**src/rtl/lfsr_stream_gen.sv**
```systemverilog
// Runtime-configurable Fibonacci/Galois LFSR with STEP shifts per transfer, streamed over valid/ready.
// Optional sequence-period measurement is built when LFSR_PERIOD_CNT_EN is defined.
module lfsr_stream_gen #(
   parameter int DATA_WIDTH = 16,
   parameter int STEP       = 1
) (
   input  logic                  clk,
   input  logic                  resetn,
   input  logic                  cfg_load,
   input  logic [DATA_WIDTH-1:0] cfg_seed,
   input  logic [DATA_WIDTH-1:0] cfg_taps,
   input  logic                  cfg_mode,
   input  logic                  out_ready,
   output logic                  out_valid,
   output logic [DATA_WIDTH-1:0] dout,
   output logic                  lockup_err,
   output logic [DATA_WIDTH-1:0] period,
   output logic                  period_done
);

   // Stream handshake: a word is transferred on every edge where out_valid && out_ready;
   // out_valid never depends on out_ready and stays high for as long as the FSM is in RUN.

   localparam logic [DATA_WIDTH-1:0] ONE = {{(DATA_WIDTH-1){1'b0}}, 1'b1};

   typedef enum logic {IDLE, RUN} state_t;

   state_t                state_q;
   logic [DATA_WIDTH-1:0] lfsr_q;
   logic [DATA_WIDTH-1:0] taps_q;
   logic                  mode_q;
   logic                  valid_q;
   logic                  err_q;
   logic [DATA_WIDTH-1:0] adv;
   logic [DATA_WIDTH-1:0] adv_fixed;
   logic [DATA_WIDTH-1:0] load_val;
   logic                  xfer;

   function automatic logic [DATA_WIDTH-1:0] shift_once(
      input logic [DATA_WIDTH-1:0] s,
      input logic [DATA_WIDTH-1:0] t,
      input logic                  galois
   );
      if (galois)
         shift_once = {1'b0, s[DATA_WIDTH-1:1]} ^ ({DATA_WIDTH{s[0]}} & t);
      else
         shift_once = {^(s & t), s[DATA_WIDTH-1:1]};
   endfunction

   // STEP single shifts chained in one cycle; only the final word is checked for lock-up.
   always_comb begin
      adv = lfsr_q;
      for (int i = 0; i < STEP; i++)
         adv = shift_once(adv, taps_q, mode_q);
   end

   assign adv_fixed = (adv == '0) ? ONE : adv;
   assign load_val  = (cfg_seed == '0) ? ONE : cfg_seed;
   assign xfer      = valid_q && out_ready;

   always_ff @(posedge clk) begin
      if (!resetn) begin
         state_q <= IDLE;
         valid_q <= 1'b0;
         lfsr_q  <= ONE;
         taps_q  <= '0;
         mode_q  <= 1'b0;
         err_q   <= 1'b0;
      end else if (cfg_load) begin
         state_q <= RUN;
         valid_q <= 1'b1;
         lfsr_q  <= load_val;
         taps_q  <= cfg_taps;
         mode_q  <= cfg_mode;
         err_q   <= (cfg_seed == '0);
      end else begin
         case (state_q)
            IDLE: valid_q <= 1'b0;
            RUN: begin
               valid_q <= 1'b1;
               if (xfer) begin
                  lfsr_q <= adv_fixed;
                  if (adv == '0)
                     err_q <= 1'b1;
               end
            end
            default: valid_q <= 1'b0;
         endcase
      end
   end

   assign out_valid  = valid_q;
   assign dout       = lfsr_q;
   assign lockup_err = err_q;

`ifdef LFSR_PERIOD_CNT_EN
   logic [DATA_WIDTH-1:0] seed_q;
   logic [DATA_WIDTH-1:0] cnt_q;
   logic [DATA_WIDTH-1:0] period_q;
   logic                  done_q;

   // A saturated counter means the sequence never returned to its seed; stop reporting.
   always_ff @(posedge clk) begin
      if (!resetn) begin
         seed_q   <= ONE;
         cnt_q    <= '0;
         period_q <= '0;
         done_q   <= 1'b0;
      end else if (cfg_load) begin
         seed_q <= load_val;
         cnt_q  <= '0;
         done_q <= 1'b0;
      end else if (xfer) begin
         if (cnt_q == '1) begin
            done_q <= 1'b0;
         end else if (adv_fixed == seed_q) begin
            period_q <= cnt_q + ONE;
            done_q   <= 1'b1;
            cnt_q    <= '0;
         end else begin
            cnt_q  <= cnt_q + ONE;
            done_q <= 1'b0;
         end
      end else begin
         done_q <= 1'b0;
      end
   end

   assign period      = period_q;
   assign period_done = done_q;
`else
   assign period      = '0;
   assign period_done = 1'b0;
`endif

endmodule

```
**config.mk**
```make
export PLATFORM = sky130hd
export DESIGN_NAME = lfsr_stream_gen
export DESIGN_NICKNAME = d
export VERILOG_FILES = /design/src/rtl/lfsr_stream_gen.sv
export SDC_FILE = /design/constraint.sdc
export NUM_CORES = 1
export LEC_CHECK = 0
export ABC_AREA = 1
export CAP_MARGIN = 10
export CORE_MARGIN = 8
export CORE_UTILIZATION = 51
export CTS_CLUSTER_DIAMETER = 40
export CTS_CLUSTER_SIZE = 12
export DETAILED_ROUTE_END_ITERATION = 10
export MAX_ROUTING_LAYER = met4
export PLACE_DENSITY = 0.82
export SLEW_MARGIN = 0
export SYNTH_ARGS = -nofsm -noshare
export SYNTH_HDL_FRONTEND = slang
export SYNTH_SLANG_ARGS = --single-unit
```
**constraint.sdc**
```tcl
create_clock -name clk -period 2.45 [get_ports clk]
set_input_delay 0.735 -clock clk [delete_from_list [all_inputs] [get_ports clk]]
set_output_delay 0.735 -clock clk [all_outputs]
set_load 0.02 [all_outputs]
```
## Word-level counts from Yosys, hierarchy flattened

Cells that the tools add are included.

- Bits in registers: 36
- Input bits: 37
- Logic and storage cells: 31

- Mux-type cells: 12
- Bitwise gates (word level): 4
- Reduce and logical (&&, ||, !) cells: 9

Operators with widths:

| operator | number |
|---|---|
| two-way mux 16 bit | 6 |
| AND 16 bit | 2 |
| logical NOT 16 bit | 2 |
| parity 16 bit | 1 |
| XOR 15 x 16 -> 16 bit | 1 |
| nonzero test 2 bit | 3 |
| two-way mux 1 bit | 5 |
| AND reduction 3 bit | 1 |
| one-hot mux 1 bit (2 select lines) | 1 |
| AND reduction 2 bit | 1 |
| logical AND 1 bit | 1 |
| inverter 1 bit | 1 |

## Longest topological paths before layout

- Depth in word-level cells: 8
- Gate-level depth with buffers: 15
- Gate-level depth less buffers: 14

## Worst setup path before layout

Ideal clock, no wire load.

- Path type: reg2reg
- Start: reg lfsr_q[0] (netlist: dout[0])
- End: reg lfsr_q[0] (netlist: dout[0])
- Arrival: 1.460 ns
- Path slack: 0.878 ns
- Stages on the path, launching flop included: 15
- Path buffers: 1
- Cell sequence: dfxtp_1 -> nand2_2 -> inv_4 -> buf_2 -> nand3b_1 -> nand2_1 -> inv_1 -> nand2_1 -> nor2_1 -> nand2_1 -> nand2_1 -> nand3_1 -> nand2_1 -> nand2_1 -> nand2_1

- Word-level cells in the longest chain between the ends: 8
- Elaborated cells between the ends (all ways): 10

Ends and longest elaborated chain:

| what | line | text |
|---|---|---|
| from (decl) | 29 | `logic [DATA_WIDTH-1:0] lfsr_q;` |
| from (signal assigned) | 72 | `lfsr_q <= load_val;` |
| from (signal assigned) | 82 | `lfsr_q <= adv_fixed;` |
| AND 16 bit (on tied branches) | 47, 45 |  |
| parity 16 bit / XOR 15 x 16 -> 16 bit (equally long branches) | 47, 45 |  |
| two-way mux 16 bit * | 44 | `if (galois)` |
| logical NOT 16 bit | 57 | `assign adv_fixed = (adv == '0) ? ONE : adv;` |
| two-way mux 16 bit * | 57 |  |
| two-way mux 16 bit * | 81 | `if (xfer) begin` |
| two-way mux 16 bit * | 77 | `case (state_q)` |
| two-way mux 16 bit * | 69 | `end else if (cfg_load) begin` |

Every way passes the cells marked *; elsewhere a longest branch is shown, timed or not. The select of a mux whose other input is x is not followed.
A chain may end at the register's enable or synchronous reset.

## Worst setup path after layout

- Start: reg lfsr_q[0] (netlist: dout[0])
- End: out dout[0]

RTL lines:

| what | line | text |
|---|---|---|
| to (decl) | 15 | `output logic [DATA_WIDTH-1:0] dout,` |

No word-level cell between the ends.

==> reports/qor.csv <==
metric;value;unit
run status;complete, no violations;
Gate power share;27.0;%
CP top delay family;buffers and inverters;
Setup Viol. Count Final;0;
Clock Sinks;36;
Die W;84.0;um
Startpoint Class;flop;
peak supply drop;0.430;mV
Synth Register Bits;36;
Synth Cell Area;2350;um2
Iter 0 DRT Violations;125;
vias in the first global route;2595;
largest net degree at the start of global routing;38;
crit path max fanout;5;
CTS tree;yes;
clock share of power;29.1;%
cts hold-fix bufs;0;
Layout Nets;493;
PwrDens;519;nW/um2
Fin. Hold Viols;0;
initial antenna violation count;0;
Final Max Slew Viols;0;
sequential standard cell area;721;um2
syn_area_per_cell;5.79;um2
die height;84.0;um
Sw Share;32.6;%
Layout Cells excl Fill;509;
Tightest Hold Check Type;reg2reg;
Max clock buf depth;2;
total number of vias;2645;
post-DP HPWL;4760;um
Sequential Power Share;44.0;%
Reg clk slew, reported paths;0.07;ns
Antenna diodes;0;
Tmin final;2.13;ns
IO Pins;72;
Pleak;0.00148;uW
Via density;5.20;
Fill cells;438;
area of the multi-input gates;1390;um2
max cap viols;0;
total CTS buffers;5;
DR pass1 iterations;5;
Seq/Total Area, Yosys;30.6;%
Fmax;470;MHz
Cell Chain, Critical Path;clkdlybuf4s50_1;
WP buf/inv;1;
Clock Skew;0.00248;ns
Avg WL per Cell;12.7;um
CP Data Required Time;1.71;ns
Initial Util;53.3;%
CP max stage delay;0.65;ns
unrepaired setup endpoints after global routing;false;
first-pass GRT wire length;11300;um
Post-Syn Instances;407;
# DRC;0;
DIE AREA;7050;um2
Antenna Nets Post-Route;0;
Ys Warns;0;
gr ovfl total;0;
crit path DAT;1.39;ns
final core occ;67.0;%
CTS H-tree depth;2;
Cell Int Power;1040;uW
GPL Wtd Cong;0.852;
CTS root buffer;clkbuf_8;
Rows;24;
post-CTS setup buffers;0;
Fin Setup TNS;0;ns
CP Capture Type;output pin;
ratio of final minimum period to clock period;86.8;%
port bufs;54;
CP max stage cell;clkdlybuf4s50_1;
layout cells sized above 1;3.06;%
Placed Cells;501;
Synth cell types;21;
WS Path Type;reg2out;
switching power;502;uW
placeable core area;4410;um2
area delta synth->final;25.7;%
final WL;6450;um
post-cts resize count;0;
total track usage;19.1;%
Clock Latency Late Sink;0.29;ns
-- cell usage in the layout, fill, tap and decap left out, drive strengths merged --
cell	count
a21oi	4
a31oi	14
buf	4
clkbuf	8
clkdlybuf4s50	54
conb	17
dfxtp	36
inv	30
nand2	187
nand3	10
nand3b	13
nand4	3
nor2	40
nor4	4
o21ai	32
o21bai	1
-- area by class of cell --
type | instances | share of cell area (%)
Inverter | 30 | 3.89
Tap cell | 52 | 2.20
Sequential cell | 36 | 24.4
Clock buffer | 8 | 3.04
Multi-Input combinational cell | 325 | 46.8
Timing Repair Buffer | 58 | 19.7
-- power by group through the flow --
stage	Sequential, uW	Clock, uW	Combinational, uW
floorplan	705	0	247
global placement	686	0	405
detailed placement	688	0	412
CTS	675	459	415
global route	683	475	467
finish	676	447	414
-- through the flow --
step	power, uW	hold WS, ns	cell area, um2	setup slack, ns
global route	1630	0.501	2960	0.263
CTS	1550	0.480	2960	0.312
global placement	1090	0.462	2870	0.321
finish	1540	0.486	2960	0.324
floorplan	952	0.445	2410	0.878
detailed placement	1100	0.470	2870	0.340
-- cells in the mapped netlist (all sizes together) --
cell type  count  area share (%)
nor2          40             6.4
inv           30             4.9
clkbuf        10             1.6
buf           22             6.6
a21oi          4            0.85
nor4           4             1.1
nand2        187              30
dfxtp         36              31
conb           1            0.16
o21ai         32             6.8
nand4          3            0.80
nand3b        13             4.1
a31oi         14             3.7
o21bai         1            0.32
nand3         10             2.1
-- sequential cells by signal (all words and copies together), names as in the netlist --
register / flops
dout: 16
taps_q: 16
lockup_err: 1
mode_q: 1
out_valid: 1
state_q: 1
-- cells by family after synthesis --
group / Yosys count / share of synthesized area, %
buf+inv: 62 / 13.1
compound gates: 51 / 11.7
other cells: 1 / 0.159
simple gates: 257 / 44.4
flops: 36 / 30.6
-- routing by layer --
metal | routed length (um) | global-route usage [%] | share of wire, %
met5 | 0 | - | 0
met4 | 101 | 5.34 | 1.6
met3 | 441 | 4.79 | 6.8
met2 | 3080 | 32.6 | 48
met1 | 2830 | 21.5 | 44
-- worst paths after layout --
kind,startpoint,to,slack [ns],cells past startpoint
worst min register to register,state_q$_SDFFE_PN0P_,state_q$_SDFFE_PN0P_,0.49,2
worst max register to register,dout[0]$_SDFFE_PN1P_,lockup_err$_SDFFE_PN0P_,0.67,12
worst max-delay path,dout[0]$_SDFFE_PN1P_,dout[0],0.32,1
worst min-delay path,state_q$_SDFFE_PN0P_,state_q$_SDFFE_PN0P_,0.49,2
No activity file was read; power rests on OpenSTA's default activity.
